===== src/rtl/fir_pkg.sv =====
`default_nettype none
// =====================================================================
// Module : fir_pkg
// Brief  : Shared FSM encoding and default sizing for the FIR output streamer.
// Rev    : 1.0 - initial release
// =====================================================================
package fir_pkg;

  localparam int c_DEF_DATA_WIDTH = 32;
  localparam int c_DEF_FIFO_DEPTH = 4;

  typedef enum logic [1:0] {
    ST_IDLE  = 2'd0,
    ST_RUN   = 2'd1,
    ST_DRAIN = 2'd2,
    ST_DONE  = 2'd3
  } fir_state_e;

  // Occupancy needs one extra bit so that "full" is distinguishable from "empty".
  function automatic int fifo_cnt_width(input int depth);
    return $clog2(depth) + 1;
  endfunction

endpackage
`default_nettype wire


===== src/rtl/fir_out_stream_if.sv =====
`default_nettype none
// =====================================================================
// Module : fir_out_stream_if
// Brief  : AXI-Stream style result channel with master/slave views.
// Rev    : 1.0 - initial release
// =====================================================================
interface fir_out_stream_if
  import fir_pkg::*;
#(
  parameter int pDATA_WIDTH = c_DEF_DATA_WIDTH
) ();

  logic                   sm_tvalid;
  logic [pDATA_WIDTH-1:0] sm_tdata;
  logic                   sm_tlast;
  logic                   sm_tready;

  modport master (
    output sm_tvalid,
    output sm_tdata,
    output sm_tlast,
    input  sm_tready
  );

  modport slave (
    input  sm_tvalid,
    input  sm_tdata,
    input  sm_tlast,
    output sm_tready
  );

endinterface
`default_nettype wire


===== src/rtl/fir_sync_fifo.sv =====
`default_nettype none
// =====================================================================
// Module : fir_sync_fifo
// Brief  : Power-of-two synchronous FIFO with a pop-aware head peek port.
// Rev    : 1.0 - initial release
// =====================================================================
module fir_sync_fifo
  import fir_pkg::*;
#(
  parameter int DATA_WIDTH = c_DEF_DATA_WIDTH,
  parameter int DEPTH      = c_DEF_FIFO_DEPTH
) (
  input  logic                              clk,
  input  logic                              rst_n,
  input  logic                              push,
  input  logic [DATA_WIDTH-1:0]             push_data,
  input  logic                              pop,
  output logic [DATA_WIDTH-1:0]             peek_data,
  output logic                              full,
  output logic                              empty,
  output logic [fifo_cnt_width(DEPTH)-1:0]  count
);

  localparam int AW = $clog2(DEPTH);
  localparam int CW = fifo_cnt_width(DEPTH);

  logic [DATA_WIDTH-1:0] mem_q [DEPTH];
  logic [AW-1:0]         wr_ptr_q, wr_ptr_d;
  logic [AW-1:0]         rd_ptr_q, rd_ptr_d;
  logic [CW-1:0]         count_q, count_d;
  logic                  push_ok, pop_ok;

  assign full    = (count_q == CW'(DEPTH));
  assign empty   = (count_q == '0);
  assign pop_ok  = pop & ~empty;
  // A full FIFO still takes a write when the head leaves in the same cycle.
  assign push_ok = push & (~full | pop_ok);
  assign count   = count_q;

  always_comb begin
    wr_ptr_d = wr_ptr_q + AW'(push_ok);
    rd_ptr_d = rd_ptr_q + AW'(pop_ok);
    count_d  = count_q + CW'(push_ok) - CW'(pop_ok);
  end

  // Head as it will be after this edge's pop, read before this edge's write.
  assign peek_data = mem_q[rd_ptr_d];

  always_ff @(posedge clk or negedge rst_n) begin
    if (!rst_n) begin
      wr_ptr_q <= '0;
      rd_ptr_q <= '0;
      count_q  <= '0;
    end else begin
      wr_ptr_q <= wr_ptr_d;
      rd_ptr_q <= rd_ptr_d;
      count_q  <= count_d;
    end
  end

  always_ff @(posedge clk) begin
    if (push_ok) begin
      mem_q[wr_ptr_q] <= push_data;
    end
  end

endmodule
`default_nettype wire


===== src/rtl/fir_out_stream.sv =====
`default_nettype none
// =====================================================================
// Module : fir_out_stream
// Brief  : Frames FIR core results into an AXI-Stream with tlast and back-pressure.
//          Optional sticky overflow accounting: define FIR_OUT_OVF_STICKY_EN.
// Rev    : 1.0 - initial release
// =====================================================================
module fir_out_stream
  import fir_pkg::*;
#(
  parameter int pDATA_WIDTH = c_DEF_DATA_WIDTH,
  parameter int FIFO_DEPTH  = c_DEF_FIFO_DEPTH
) (
  input  logic                   clk,
  input  logic                   rst_n,
  input  logic [pDATA_WIDTH-1:0] core_result,
  input  logic                   result_vld,
  input  logic                   start,
  input  logic [31:0]            data_length,
  fir_out_stream_if.master       axis,
  output logic                   core_stall,
  output logic                   done,
  output logic [31:0]            out_count,
  output logic                   ovf
);

  localparam int CW = fifo_cnt_width(FIFO_DEPTH);

  fir_state_e             state_q, state_d;
  logic [31:0]            len_q, len_d;
  logic [31:0]            res_cnt_q, res_cnt_d;
  logic [31:0]            out_count_q, out_count_d;
  logic                   tvalid_q, tvalid_d;
  logic                   tlast_q, tlast_d;
  logic [pDATA_WIDTH-1:0] tdata_q, tdata_d;

  logic                   fifo_full, fifo_empty;
  logic [CW-1:0]          fifo_count, fifo_left;
  logic [pDATA_WIDTH-1:0] fifo_peek;

  logic                   handshake, in_run, start_ok, push, res_taken;

  assign handshake = tvalid_q & axis.sm_tready;
  assign in_run    = (state_q == ST_RUN);
  assign start_ok  = start & ((state_q == ST_IDLE) | (state_q == ST_DONE));
  assign push      = in_run & result_vld & (~fifo_full | handshake);

  fir_sync_fifo #(
    .DATA_WIDTH (pDATA_WIDTH),
    .DEPTH      (FIFO_DEPTH)
  ) u_fifo (
    .clk       (clk),
    .rst_n     (rst_n),
    .push      (push),
    .push_data (core_result),
    .pop       (handshake),
    .peek_data (fifo_peek),
    .full      (fifo_full),
    .empty     (fifo_empty),
    .count     (fifo_count)
  );

`ifdef FIR_OUT_OVF_STICKY_EN
  logic ovf_q, ovf_d;

  // Refused results still consume a slot of the frame so the frame length holds.
  assign res_taken = in_run & result_vld;

  always_comb begin
    ovf_d = ovf_q;
    if (start_ok) begin
      ovf_d = 1'b0;
    end else if (in_run & result_vld & fifo_full & ~handshake) begin
      ovf_d = 1'b1;
    end
  end

  always_ff @(posedge clk or negedge rst_n) begin
    if (!rst_n) begin
      ovf_q <= 1'b0;
    end else begin
      ovf_q <= ovf_d;
    end
  end

  assign ovf = ovf_q;
`else
  assign res_taken = push;
  assign ovf       = 1'b0;
`endif

  always_comb begin
    state_d     = state_q;
    len_d       = len_q;
    res_cnt_d   = res_cnt_q;
    out_count_d = out_count_q + {31'd0, handshake};
    unique case (state_q)
      ST_IDLE, ST_DONE: begin
        if (start) begin
          len_d       = data_length;
          res_cnt_d   = 32'd0;
          out_count_d = 32'd0;
          state_d     = (data_length != 32'd0) ? ST_RUN : ST_DONE;
        end
      end
      ST_RUN: begin
        if (res_taken) begin
          res_cnt_d = res_cnt_q + 32'd1;
          if (res_cnt_d == len_q) begin
            state_d = ST_DRAIN;
          end
        end
      end
      ST_DRAIN: begin
        // Second term ends a frame whose tlast beat was lost to an overflow drop.
        if ((handshake & tlast_q) | (~tvalid_q & fifo_empty)) begin
          state_d = ST_DONE;
        end
      end
      default: state_d = ST_IDLE;
    endcase
  end

  // Output register shows the FIFO head left after this edge's pop; this
  // edge's push only becomes visible one cycle later.
  assign fifo_left = fifo_count - CW'(handshake);

  always_comb begin
    tvalid_d = (fifo_left != '0);
    tdata_d  = tvalid_d ? fifo_peek : tdata_q;
    tlast_d  = tvalid_d & (out_count_d == (len_d - 32'd1));
  end

  always_ff @(posedge clk or negedge rst_n) begin
    if (!rst_n) begin
      state_q     <= ST_IDLE;
      len_q       <= 32'd0;
      res_cnt_q   <= 32'd0;
      out_count_q <= 32'd0;
      tvalid_q    <= 1'b0;
      tlast_q     <= 1'b0;
      tdata_q     <= '0;
    end else begin
      state_q     <= state_d;
      len_q       <= len_d;
      res_cnt_q   <= res_cnt_d;
      out_count_q <= out_count_d;
      tvalid_q    <= tvalid_d;
      tlast_q     <= tlast_d;
      tdata_q     <= tdata_d;
    end
  end

  assign axis.sm_tvalid = tvalid_q;
  assign axis.sm_tdata  = tdata_q;
  assign axis.sm_tlast  = tlast_q;
  assign core_stall     = (fifo_count >= CW'(FIFO_DEPTH - 1));
  assign done           = (state_q == ST_DONE);
  assign out_count      = out_count_q;

endmodule
`default_nettype wire


===== src/flat_wrapper.sv =====
// flat-port wrapper written by rule: the top's interface ports become plain ports
module fir_out_stream_flat import fir_pkg::*;
#(
  parameter int pDATA_WIDTH = c_DEF_DATA_WIDTH,
  parameter int FIFO_DEPTH  = c_DEF_FIFO_DEPTH
)
  (clk, rst_n, core_result, result_vld, start, data_length, core_stall, done, out_count, ovf, axis_sm_tvalid, axis_sm_tdata, axis_sm_tlast, axis_sm_tready);
  fir_out_stream_if #(.pDATA_WIDTH(pDATA_WIDTH)) axis_i ();
  input  logic clk;
  input  logic rst_n;
  input  logic [pDATA_WIDTH-1:0] core_result;
  input  logic result_vld;
  input  logic start;
  input  logic [31:0] data_length;
  output logic core_stall;
  output logic done;
  output logic [31:0] out_count;
  output logic ovf;
  output wire logic [$bits(axis_i.sm_tvalid)-1:0] axis_sm_tvalid;
  output wire logic [$bits(axis_i.sm_tdata)-1:0] axis_sm_tdata;
  output wire logic [$bits(axis_i.sm_tlast)-1:0] axis_sm_tlast;
  input wire logic [$bits(axis_i.sm_tready)-1:0] axis_sm_tready;
  assign axis_sm_tvalid = axis_i.sm_tvalid;
  assign axis_sm_tdata = axis_i.sm_tdata;
  assign axis_sm_tlast = axis_i.sm_tlast;
  assign axis_i.sm_tready = axis_sm_tready;
  fir_out_stream #(.pDATA_WIDTH(pDATA_WIDTH), .FIFO_DEPTH(FIFO_DEPTH)) u_core (.clk(clk), .rst_n(rst_n), .core_result(core_result), .result_vld(result_vld), .start(start), .data_length(data_length), .axis(axis_i), .core_stall(core_stall), .done(done), .out_count(out_count), .ovf(ovf));
endmodule

===== config.mk =====
export PLATFORM = sky130hd
export DESIGN_NAME = fir_out_stream_flat
export DESIGN_NICKNAME = d
export VERILOG_FILES = /design/src/rtl/fir_pkg.sv /design/src/rtl/fir_out_stream_if.sv /design/src/rtl/fir_sync_fifo.sv /design/src/rtl/fir_out_stream.sv /design/src/flat_wrapper.sv
export SDC_FILE = /design/constraint.sdc
export NUM_CORES = 1
export LEC_CHECK = 0
export BUFFER_PORTS_ARGS = -buffer_cell sky130_fd_sc_hd__buf_2
export CAP_MARGIN = 30
export CORE_MARGIN = 2
export CORE_UTILIZATION = 30
export CTS_CLUSTER_SIZE = 8
export DETAILED_ROUTE_END_ITERATION = 10
export PLACE_DENSITY = 0.48
export SLEW_MARGIN = 20
export SYNTH_ARGS = -nofsm -noshare
export SYNTH_HDL_FRONTEND = slang
export SYNTH_SLANG_ARGS = --single-unit

===== constraint.sdc =====
create_clock -name clk -period 7 [get_ports clk]
set_clock_uncertainty 0.15 [all_clocks]
set_input_delay 0.7 -clock clk [delete_from_list [all_inputs] [get_ports clk]]
set_output_delay 0.7 -clock clk [all_outputs]
set_load 0.02 [all_outputs]

* Word-level counts from Yosys, hierarchy flattened
Memories as Yosys holds them, arrays and structs flattened. A register that Yosys moved wholly into a read port is not among the register bits.
Index checks and enable logic that the tools add are counted.
** Word-level totals
- Register bits after elaboration :: 107
- Memory bits (writable) :: 128
- Word-level logic and storage cells :: 67
- Memories kept :: 1
- Input port bits :: 69
- Output and inout port bits :: 69
** Memories
- u_core.u_fifo.mem_q :: words 4, bits a word 32, read ports 1, clocked after Yosys merged registers in 1, wr ports 1, line fir_sync_fifo.sv:27 : logic [DATA_WIDTH-1:0] mem_q [DEPTH];
** Operators by class
- Order comparisons :: 1
- Eq/ne operators :: 10
- Add/sub/neg operators :: 8
- Reduce and logical (&&, ||, !) cells :: 9
- Muxes and demuxes :: 15
- Bitwise logic cells :: 14
** Operators with widths (number)
- 32-bit 2-to-1 mux :: 6
- 32-bit equality test :: 2
- 32-bit case mux with 2 select lines :: 1
- 32-bit by 1-bit adder with 32-bit output :: 1
- 32-bit by 1-bit adder with 32-bit output, second input constant :: 1
- 32-bit nonzero test :: 1
- 32-bit by 1-bit subtractor with 32-bit output, second input constant :: 1
- 2-bit 2-to-1 mux :: 5
- 1-bit AND :: 8
- 2-bit inequality test, second input constant :: 3
- 2-bit case mux with 3 select lines :: 1
- 3-bit by 1-bit subtractor with 3-bit output :: 2
- 2-bit by 1-bit adder with 2-bit output :: 2
- 2-bit equality test, second input constant :: 2
- 4-bit AND reduction :: 1
- 3-bit by 1-bit adder with 3-bit output :: 1
- 3-bit equality test, second input constant :: 1
- 3-bit by 2-bit >= comparator with 1-bit output, second input constant :: 1
- 3-bit logical NOT :: 1
- 1-bit inverter :: 3
- 1-bit bitwise OR :: 3
- 3-bit AND reduction :: 1
- 3-bit nonzero test :: 1
- 2-bit by 1-bit equality test with 1-bit output, second input constant :: 1
- other kinds (6) :: 7

* Longest topological paths before layout
Gate-level depths: netlist (run 1).
- Depth after elaboration :: 7
- Gate-level depth with buffers :: 17
- Mapped depth without buffers :: 13

* Modules after synthesis
A second synthesis (run 1) with hierarchy kept.
** Second synthesis, totals
- Cells, all modules :: 1146
- Area total of the unflattened synthesis :: 13550.5 um^2
** By module, submodules not included
- fir_out_stream :: area each 8434.3 um^2, cells an instance 947, sequential area each 3303.2 um^2, instances 1
- fir_sync_fifo :: area each 5116.2 um^2, cells an instance 199, sequential area each 4018.9 um^2, instances 1

* Least setup slack after synthesis (run 1)
OpenSTA, ideal clock, no wires.
- Kind :: input to register
- Start :: in start
- End :: reg u_core.tlast_q (netlist: u_core.axis.sm_tlast)
- Arrival :: 4832 ps
- Required time :: 6739 ps
- Setup time :: 111 ps
- Stages :: 16
- Slack :: 1906 ps
- Buffers on the path :: 5
- Cells stage by stage :: buf_2 -> buf_2 -> nand2_1 -> clkbuf_1 -> clkbuf_1 -> clkbuf_1 -> mux2i_1 -> ha_1 -> nand3_1 -> nor4_1 -> xnor2_1 -> xnor2_1 -> or4_1 -> or4_1 -> or4_1 -> a2111oi_2
** On the way
- Word-level cells in the longest chain between the ends :: 5
- Elaborated cells on any way between the ends :: 7
- Those cells by class :: add/sub (1); eq/ne (1); mux (4); bitwise (1)
** Ends and longest elaborated chain
- from (decl) :: line flat_wrapper.sv:13 : input logic start;
- 32-bit 2-to-1 mux :: line fir_out_stream.sv:99 : if (start) begin
- 32-bit 2-to-1 mux :: line fir_out_stream.sv:97 : unique case (state_q)
- 32-bit by 1-bit subtractor with 32-bit output :: line fir_out_stream.sv:131 : tlast_d = tvalid_d & (out_count_d == (len_d - 32'd1));
- 32-bit equality test * :: line fir_out_stream.sv:131
- 1-bit AND * :: line fir_out_stream.sv:131
- via u_core.tlast_d :: line fir_out_stream.sv:34 : logic tlast_q, tlast_d;
- to (signal assigned) :: line fir_out_stream.sv:149 : tlast_q <= tlast_d;
- to (decl) :: line fir_out_stream.sv:34
Mark *: on every way through the listed nets, which the timed path passes. The rest lies on a longest branch.
A chain may end at the register's enable or synchronous reset.

* Worst setup path after layout (run 1)
- Start :: reg u_core.state_q[0]
- End :: reg u_core.tlast_q (netlist: u_core.axis.sm_tlast)
** On the way
- Word-level cells in the longest chain between the ends :: 6
- Elaborated cells on any way between the ends :: 8
- Those cells by class :: add/sub (1); eq/ne (2); mux (2); bitwise (1); reduce/logical (2)
** Ends and longest elaborated chain
- from (decl) :: line fir_out_stream.sv:29 : fir_state_e state_q, state_d;
- from (signal assigned) :: line fir_out_stream.sv:144 : state_q <= state_d;
- 2-bit equality test / 2-bit logical NOT (equally long branches)
- 2-bit OR reduction * :: line fir_out_stream.sv:97
- 32-bit 2-to-1 mux :: line fir_out_stream.sv:97
- 32-bit by 1-bit subtractor with 32-bit output :: line fir_out_stream.sv:131
- 32-bit equality test * :: line fir_out_stream.sv:131
- 1-bit AND * :: line fir_out_stream.sv:131
- via u_core.tlast_d :: line fir_out_stream.sv:34
Marked as above.

==> results of run 1 <==
==> registers in the layout, summed over array words and instances (netlist names), 3 cells and up <==
register and flops:
u_core.res_cnt_q 32, u_core.len_q 32, u_core.axis.sm_tdata 32, u_core.u_fifo.count 3, u_core.out_count 32, u_core.u_fifo.mem_q 128
==> kinds of logic (layout without fill, tap and decap cells) <==
| logic type | count (synthesis) | after routing | synth area share |
|---|---|---|---|
| buf+inv | 79 | 248 | 0.0240 |
| other cells | 1 | 2 | 0.000284 |
| xor+xnor | 123 | 123 | 0.0912 |
| flops | 267 | 267 | 0.555 |
| mux | 79 | 79 | 0.0936 |
| fa+ha+maj | 15 | 15 | 0.0148 |
| simple gates | 385 | 385 | 0.148 |
| compound gates | 149 | 149 | 0.0734 |
==> cell usage after synthesis (19+ instances only) <==
| master | n |
|---|---|
| and3_1 | 20 |
| edfxtp_1 | 128 |
| inv_1 | 28 |
| xor2_1 | 36 |
| nand4_1 | 27 |
| o31ai_1 | 19 |
| o21ai_0 | 62 |
| nor2_1 | 77 |
| dfrtp_1 | 139 |
| clkbuf_1 | 32 |
| nand3_1 | 41 |
| nor4_1 | 23 |
| nand2_1 | 114 |
| mux4_2 | 32 |
| mux2_2 | 36 |
| xnor2_1 | 78 |
==> power breakdown <==
part / internal [mW] / switching (mW) / total [mW]
Clock: 1.08 / 0.720 / 1.80
Combinational: 1.17 / 1.50 / 2.67
Sequential: 1.99 / 0.253 / 2.24
==> routing by layer <==
| metal | part of all wire | routed length (um) | track usage | vias up |
|---|---|---|---|---|
| met2 | 0.48 | 17000 | 0.263 | 233 |
| met1 | 0.44 | 15600 | 0.210 | 4603 |
| met3 | 0.063 | 2230 | 0.0401 | 54 |
| met5 | 0.00079 | 28 | 0 | - |
| met4 | 0.020 | 722 | 0.0438 | 6 |
| li1 | - | - | - | 4342 |
==> per-stage QoR <==
stage          total power, mW  instances  utilization  hold WS (ns)
6_report                  6.72       1853        0.365         0.210
4_1_cts                   6.83       1852        0.365         0.171
5_1_grt                   7.17       1852        0.365         0.183
2_1_floorplan             4.17       1098            -         0.254
3_5_place_dp              4.98       1783        0.337         0.341
3_3_place_gp              4.96       1781        0.336         0.336
==> layout by cell type (no fill, tap or decap), types with 8 or more instances in the layout <==
master and instances:
mux4_2 32, nor2_1 74, buf_2 135, or3_1 8
a21oi_1 18, nor4_1 23, nor3_1 17, or4_1 9
dfrtp_1 139, nand4_1 27, buf_4 13, clkbuf_16 40
xor2_1 35, edfxtp_1 128, mux2i_1 11, and4_1 8
nand3_1 41, and3_1 20, mux2_2 36, clkbuf_1 22
inv_1 28, xnor2_1 78, o31ai_1 19, ha_1 13
a31oi_1 8, o21ai_0 61, and2_1 13, nand2_1 114
==> worst max-delay path, stage by stage (launching register included) <==
cell and delay (ns):
dfrtp_1 0.39, inv_1 0.07, ha_1 0.28, buf_4 0.29
nand2_1 0.37, a21boi_0 0.39, ha_1 0.26, nand3_1 0.14
nor4_1 0.83, nand4_1 0.21, a21oi_1 0.20, o2111ai_1 0.14
or4_1 0.55, or4_1 0.55, a2111oi_2 0.34
==> cell type report <==
class / instances / area, um^2
tap: 585 / 732
fill: 4271 / 27500
clock inverter: 5 / 90.1
clock buffer: 63 / 1100
sequential: 267 / 7320
timing repair buffer: 152 / 837
inverter: 28 / 105
multi-input combinational: 752 / 5610
antenna: 1 / 2.50
==> final timing paths <==
kind,endpoint,slack (ns)
min reg2reg,u_core.axis.sm_tdata[3],0.35
max reg2reg,u_core.axis.sm_tlast,1.71
max in group asynchronous,u_core.res_cnt_q[7],5.20
min in group asynchronous,u_core.res_cnt_q[23],0.46
max,u_core.axis.sm_tlast,1.71
min,u_core.u_fifo.mem_q[2][17],0.21
==> timing repair <==
item,4_1_cts,5_1_grt
gates resized for setup,0,0
hold buffers,1,0
endpoints found under the hold margin,19,0
==> out/metrics.cfg, run 1 <==
[timing]
finalCritPeriodShare=0.756
setup_viol=0
setup_tns_ns=0
worst_slew_pin_slew_ns=0.965
hold_violations=0
slew_headroom=0.354
rsz0062_at_grt=no
fmax_ghz=0.189
post-route-min-period_ns=5.29
worst_slack_ns=1.71
slew_violations=0

[routing]
drtPass1Iterations=6
ant_nets=0
vias=9238
avgRoutedWirePerCell_um=19.2
wirelength_mm=35.6
avgViaCountPerCell=4.99
drc=0
initialDrtViolationCount=651

[flow_run]
maxCapViolCount=0

[clock_tree]
cts-root-buf=clkbuf_16
clk_latency_ns=0.56
cts_tree=yes
cts.clk_slew.worst_paths_ns=0.05
cts.sinks=267
postCtsSetupBuffers=0
cts_inserted_buffers=40
cts_buffer_depth=3
h-tree-depth=2

[synth]
syn_nets=1182
ys_warn_count=0
synth-edff-count=128
syn_avg_cell_area_um2=12.0
synth_cells=1098
ys_ff_latch=267
synth_area_um2=13200
synth-seq-area-share=0.555
synth_cell_type_count=69
synth_area_leaders=edfxtp_1, dfrtp_1, mux4_2, xnor2_1, nand2_1
synthFlopType=dfrtp_1
yosys.area.top_type=edfxtp_1
synth_top_area_share=0.291
ys_async_sr_fraction=0.521

[worst_setup_path]
start_kind=register
critical_path.startpoint=u_core.state_q[0]
cp_max_fo=30
endpoint_kind=register
worst_ep_arrival_time_ns=5.58
r2r_start=u_core.state_q[0]
worstPathRequired_ns=7.29
ff2ff_path_depth=14
path_class=register to register

[global_route]
grt_pass1_wl_mm=55.6
grt-ovfl-total=0
antenna_found_initial=4
track_usage=0.160
grt_max_degree=73
grt_pass1_vias=9418

[floorplanning]
die_height_um=214
ios=138
core_um2=43300
dieWidth_um=214
rows=76
dieArea_um2=45700
start_util=0.305

[finish]
drive_gt1_frac=0.228
finish.instance_area_um2=15800
nets=1325
syn_to_final_growth_pct=19.7

[place]
gp_congestion=0.856
io_buffers=136
placed_cell_area_um2=14600
dpl.hpwl_mm=24.4
dp_slack_ns=1.68

[pwr]
leakagePower_nw=6.20
peakVddDrop_uv=255
power.density_nw_per_um2=425

[status]
status=complete, no violations

[worst_hold_path]
holdPathStages=1
hp-class=primary input to register
hp-start=core_result[17]

(Power assumes the default switching activity.)
==> inputs of run 2 (changes only) <==
--- a/config.mk
+++ b/config.mk
@@ -11,7 +11,7 @@
 export CORE_UTILIZATION = 30
 export CTS_CLUSTER_SIZE = 8
 export DETAILED_ROUTE_END_ITERATION = 10
-export PLACE_DENSITY = 0.48
+export PLACE_DENSITY = 0.5
 export SLEW_MARGIN = 20
 export SYNTH_ARGS = -nofsm -noshare
 export SYNTH_HDL_FRONTEND = slang
==> constraint.sdc (replaced) <==
create_clock -name clk -period 4.3 [get_ports clk]
set_clock_uncertainty 0.15 [all_clocks]
set_input_delay 0.43 -clock clk [delete_from_list [all_inputs] [get_ports clk]]
set_output_delay 0.43 -clock clk [all_outputs]
set_load 0.02 [all_outputs]
==> out/metrics.cfg, run 2 (synthesis results as in run 1) <==
[status]
status=complete, no violations  ; unchanged

[routing]
avgViaCountPerCell=4.92  ; was 4.99
avgRoutedWirePerCell_um=18.6  ; was 19.2 um
wirelength_mm=35.7  ; was 35.6 mm
drc=0  ; unchanged
vias=9473  ; was 9238
initialDrtViolationCount=742  ; was 651
ant_nets=0  ; unchanged
drtPass1Iterations=5  ; was 6

[finish]
syn_to_final_growth_pct=25.9  ; was 19.7%
regMostFlops=u_core.u_fifo.mem_q  ; unchanged
drive_gt1_frac=0.261  ; was 0.228
antenna_cells=0  ; was 1
nets=1403  ; was 1325
fin_cells=1926  ; was 1853
mostFrequentLayoutCell=dfrtp_1  ; unchanged
final_cell_mix=dfrtp_1, buf_2, edfxtp_1  ; unchanged
largest_register_ffs=128  ; unchanged

[place]
io_buffers=136  ; unchanged
placed_cells=1826  ; was 1783
dp_slack_ns=-0.0703  ; was 1.68 ns
gp_congestion=0.823  ; was 0.856
dpl.hpwl_mm=24.9  ; was 24.4 mm

[worst_setup_path]
max_stage_delay_ns=0.55  ; was 0.83 ns
slowest_stage=or4_4  ; was nor4_1
worst_ep_arrival_time_ns=4.41  ; was 5.58 ns
crit_path_frequent_cell=buf_4
worstPathRequired_ns=4.59  ; was 7.29 ns
endpoint_kind=register  ; unchanged
worstPathCellList=inv_1 -> ha_4 -> buf_4 -> a211oi_2 -> o221ai_1 -> buf_4 -> buf_4 -> nor4_1 -> buf_4 -> xnor2_1 -> xor2_1 -> o2111ai_1 -> or4_4 -> or4_4 -> a2111oi_4  ; was inv_1 -> ha_1 -> buf_4 -> nand2_1 -> a21boi_0 -> ha_1 -> nand3_1 -> nor4_1 -> nand4_1 -> a21oi_1 -> o2111ai_1 -> or4_1 -> or4_1 -> a2111oi_2
cp_max_fo=7  ; was 30
start_kind=register  ; unchanged
path_class=register to register  ; unchanged

[floorplanning]
core_um2=43300  ; unchanged
dieWidth_um=214  ; unchanged
ios=138  ; unchanged
dieArea_um2=45700  ; unchanged
rows=76  ; unchanged
die_height_um=214  ; unchanged
start_util=0.305  ; unchanged

[flow_run]
maxCapViolCount=0  ; unchanged

[clock_tree]
h-tree-depth=2  ; unchanged
cts-root-buf=clkbuf_16  ; unchanged
cts_inserted_buffers=39  ; was 40
cts.clk_slew.worst_paths_ns=0.05  ; about the same
cts.sinks=267  ; unchanged
clk_latency_ns=0.55  ; was 0.56 ns
cts_buffer_depth=3  ; unchanged
cts_tree=yes  ; unchanged

[timing]
fmax_ghz=0.243  ; was 0.189 GHz
slew_headroom=0.547  ; was 0.354
worst_slew_pin_slew_ns=0.674  ; was 0.965 ns
finalCritPeriodShare=0.956  ; was 0.756
hold_violations=0  ; unchanged
post-route-min-period_ns=4.11  ; was 5.29 ns
rsz0062_at_grt=no  ; unchanged
setup_viol=0  ; unchanged
worst_slack_ns=0.187  ; was 1.71 ns
slew_violations=0  ; unchanged

[global_route]
top_usage_layer=met2  ; unchanged
grt_pass1_wl_mm=55.1  ; was 55.6 mm
antenna_found_initial=2  ; was 4
grtUsageMet2=0.263  ; about the same
grt-ovfl-total=0  ; unchanged
grt_max_degree=87  ; was 73
gr-usage-met1=0.203  ; was 0.210
globalRouteMet3Util=0.0373  ; was 0.0401
track_usage=0.158  ; was 0.160
grt_pass1_vias=9607  ; was 9418

[worst_hold_path]
hp-class=primary input to register  ; unchanged

[pwr]
peakVddDrop_uv=392  ; was 255 uV
power.density_nw_per_um2=680  ; was 425 nW/um^2
leakagePower_nw=6.58  ; was 6.20 nW

## run 2: changes by cell type in the layout (fill, tap and decap cells not counted), moves of 3 or more
cell	change
buf_4	+40
or4_4	+3
or4_1	-3
dlygate4sd3_1	+36
buf_12	+5
nor4_1	-4
## run 2: metal layers
layer	up-vias	share of wire
met5	-	0.00084
met3	54	0.058
met1	4681	0.44
met4	4	0.020
met2	227	0.48
li1	4507	-
## run 2: through the flow
stage	utilization	hold WS [ns]	setup TNS [ns]	total power, mW	cell area (um^2)
global route	0.384	0.0413	0	12.0	16600
floorplan	-	-0.0156	0	6.87	13300
CTS	0.382	0.00648	0	11.4	16500
global placement	0.347	0.316	-0.0322	8.41	15000
detailed placement	0.347	0.322	-0.0703	8.44	15000
finish	0.384	0.0280	0	11.3	16600
## run 2: final cells by class
class,instances,area (um^2)
fill,4181,26700
multi-input combinational,752,5770
timing repair buffer,231,1560
tap,585,732
clock inverter,4,85.1
clock buffer,59,1050
sequential,267,7320
inverter,28,105
## run 2: path summary, 6_finish.rpt
kind | start | end | slack, ns | cells after the start
min | data_length[16] | u_core.len_q[16] | 0.03 | 3
max in group asynchronous | rst_n | u_core.axis.sm_tdata[29] | 2.72 | 3
max reg2reg | u_core.state_q[0] | u_core.axis.sm_tlast | 0.19 | 15
min in group asynchronous | rst_n | u_core.res_cnt_q[24] | 0.30 | 2
min reg2reg | u_core.axis.sm_tdata[10] | u_core.axis.sm_tdata[10] | 0.35 | 1
max | u_core.state_q[0] | u_core.axis.sm_tlast | 0.19 | 15
## run 2: where the power goes
group | switching, mW | total (mW) | internal [mW]
Combinational | 2.58 | 4.81 | 2.23
Clock | 1.16 | 2.85 | 1.69
Sequential | 0.407 | 3.65 | 3.24
Total | 4.15 | 11.3 | 7.16
## run 2: critical path: cells and delay by family, from the launching register on
kind / cells / cell delay, ns
simple gates: 3 / 1.32
flops: 1 / 0.37
buf+inv: 5 / 0.82
xor+xnor: 2 / 0.30
fa+ha+maj: 1 / 0.24
compound gates: 4 / 0.81
## run 2: repair_timing
action	CTS	global route
hold endpoints to repair	185	0
hold buffers	37	0
pin swaps	0	1
setup buffers	0	0
gates resized for setup	3	18
endpoints found under the setup margin	1	1
==> inputs of run 3 (changes only) <==
--- a/config.mk
+++ b/config.mk
@@ -11,6 +11,7 @@
 export CORE_UTILIZATION = 30
 export CTS_CLUSTER_SIZE = 8
 export DETAILED_ROUTE_END_ITERATION = 10
+export HOLD_SLACK_MARGIN = 0.05
 export PLACE_DENSITY = 0.5
 export SLEW_MARGIN = 20
 export SYNTH_ARGS = -nofsm -noshare
==> out/metrics.cfg, run 3 (synthesis results as in run 1) <==
[routing]
avgViaCountPerCell=4.89  ; was 4.92
avgRoutedWirePerCell_um=18.5  ; was 18.6 um
drtPass1Iterations=5  ; unchanged
wirelength_mm=35.8  ; was 35.7 mm
initialDrtViolationCount=753  ; was 742
vias=9460  ; was 9473
drc=0  ; unchanged
ant_nets=0  ; unchanged

[flow_run]
maxCapViolCount=0  ; unchanged

[finish]
antenna_cells=0  ; unchanged
regMostFlops=u_core.u_fifo.mem_q  ; unchanged
mostFrequentLayoutCell=dfrtp_1  ; unchanged
nets=1413  ; was 1403
finish.instance_area_um2=16700  ; was 16600 um^2
largest_register_ffs=128  ; unchanged
syn_to_final_growth_pct=26.6  ; was 25.9%
drive_gt1_frac=0.259  ; was 0.261
final_cell_mix=dfrtp_1, buf_2, edfxtp_1  ; unchanged

[global_route]
track_usage=0.158  ; about the same
grt-ovfl-total=0  ; unchanged
antenna_found_initial=2  ; unchanged
grt_pass1_wl_mm=55.2  ; was 55.1 mm
grt_pass1_vias=9641  ; was 9607
grt_max_degree=87  ; unchanged

[worst_setup_path]
start_kind=register  ; unchanged
worstPathRequired_ns=4.59  ; about the same
ff2ff_path_depth=15  ; unchanged
cp_max_fo=7  ; unchanged
path_class=register to register  ; unchanged
endpoint_kind=register  ; unchanged
worst_ep_arrival_time_ns=4.40  ; was 4.41 ns
ff2ff_setup_slack_ns=0.19  ; about the same

[floorplanning]
ios=138  ; unchanged
start_util=0.305  ; unchanged
dieArea_um2=45700  ; unchanged
rows=76  ; unchanged
die_height_um=214  ; unchanged
core_um2=43300  ; unchanged
dieWidth_um=214  ; unchanged

[pwr]
power.density_nw_per_um2=677  ; was 680 nW/um^2
peakVddDrop_uv=392  ; about the same
total_power_mw=11.3  ; about the same
leakagePower_nw=6.62  ; was 6.58 nW

[clock_tree]
clk_latency_ns=0.55  ; about the same
cts_tree=yes  ; unchanged
postCtsSetupBuffers=0  ; unchanged
cts-root-buf=clkbuf_16  ; unchanged
h-tree-depth=2  ; unchanged
cts.sinks=267  ; unchanged
cts_buffer_depth=3  ; unchanged
cts.clk_slew.worst_paths_ns=0.05  ; about the same
cts_inserted_buffers=39  ; unchanged

[timing]
finalCritPeriodShare=0.956  ; about the same
worst_slew_pin_slew_ns=0.676  ; was 0.674 ns
rsz0062_at_grt=no  ; unchanged
worst_slack_ns=0.189  ; was 0.187 ns
fmax_ghz=0.243  ; about the same
post-route-min-period_ns=4.11  ; about the same
hold_violations=0  ; unchanged
slew_headroom=0.545  ; was 0.547
slew_violations=0  ; unchanged
setup_viol=0  ; unchanged

[place]
dpl.hpwl_mm=24.9  ; unchanged
placed_cell_area_um2=15000  ; unchanged
io_buffers=136  ; unchanged
gp_congestion=0.823  ; unchanged
dp_slack_ns=-0.0703  ; unchanged

[status]
status=complete, no violations  ; unchanged

[worst_hold_path]
hp-class=primary input to register  ; unchanged
holdPathStages=2  ; was 3

## run 3: final cells by class
class                           instances  area [um^2]
Sequential cell                       267         7320
Tap cell                              585          732
Clock inverter                          4         85.1
Timing Repair Buffer                  241         1660
Inverter                               28          105
Clock buffer                           59         1050
Multi-Input combinational cell        752         5770
Fill cell                            4173        26600
## run 3: worst paths after layout
| kind | start | end |
|---|---|---|
| worst max-delay path | u_core.state_q[0] | u_core.axis.sm_tlast |
| max in group asynchronous | rst_n | u_core.axis.sm_tdata[29] |
| worst max register to register | u_core.state_q[0] | u_core.axis.sm_tlast |
| worst min-delay path | data_length[8] | u_core.len_q[8] |
| min in group asynchronous | rst_n | u_core.res_cnt_q[24] |
| worst min register to register | u_core.axis.sm_tdata[10] | u_core.axis.sm_tdata[10] |
## run 3: power by group
part           internal, mW  total [mW]  switching, mW  leakage, nW
sequential             3.24        3.64          0.405         2.94
clock                  1.69        2.85           1.15        0.541
combinational          2.23        4.82           2.59         3.14
total                  7.16        11.3           4.14         6.62
## run 3: metal layers
metal	track usage	vias up	wire, um
li1	-	4524	-
met1	0.204	4665	15800
met2	0.263	215	17200
met3	0.0373	52	2070
met4	0.0486	4	702
met5	0	-	30
## run 3: repair_timing
item	CTS	global route
pin swaps	0	1
endpoints found under the hold margin	195	0
gates resized for setup	3	18
endpoints found under the setup margin	1	1
hold buffers	47	0
## run 3: stage by stage
stage	setup TNS, ns	hold slack, ns	cells	utilization
3_3_place_gp	-0.0322	0.316	1826	0.347
4_1_cts	0	0.0525	1936	0.384
6_report	0	0.0807	1936	0.386
3_5_place_dp	-0.0703	0.322	1826	0.347
5_1_grt	0	0.0522	1936	0.386
2_1_floorplan	0	-0.0156	1098	-
## run 3: critical path, stage by stage (launching register included)
cell,delay [ns]
dfrtp_1,0.37
inv_1,0.11
ha_4,0.24
buf_4,0.17
a211oi_2,0.24
o221ai_1,0.13
buf_4,0.18
buf_4,0.15
nor4_1,0.26
buf_4,0.21
xnor2_1,0.14
xor2_1,0.16
o2111ai_1,0.12
or4_4,0.55
or4_4,0.51
a2111oi_4,0.32
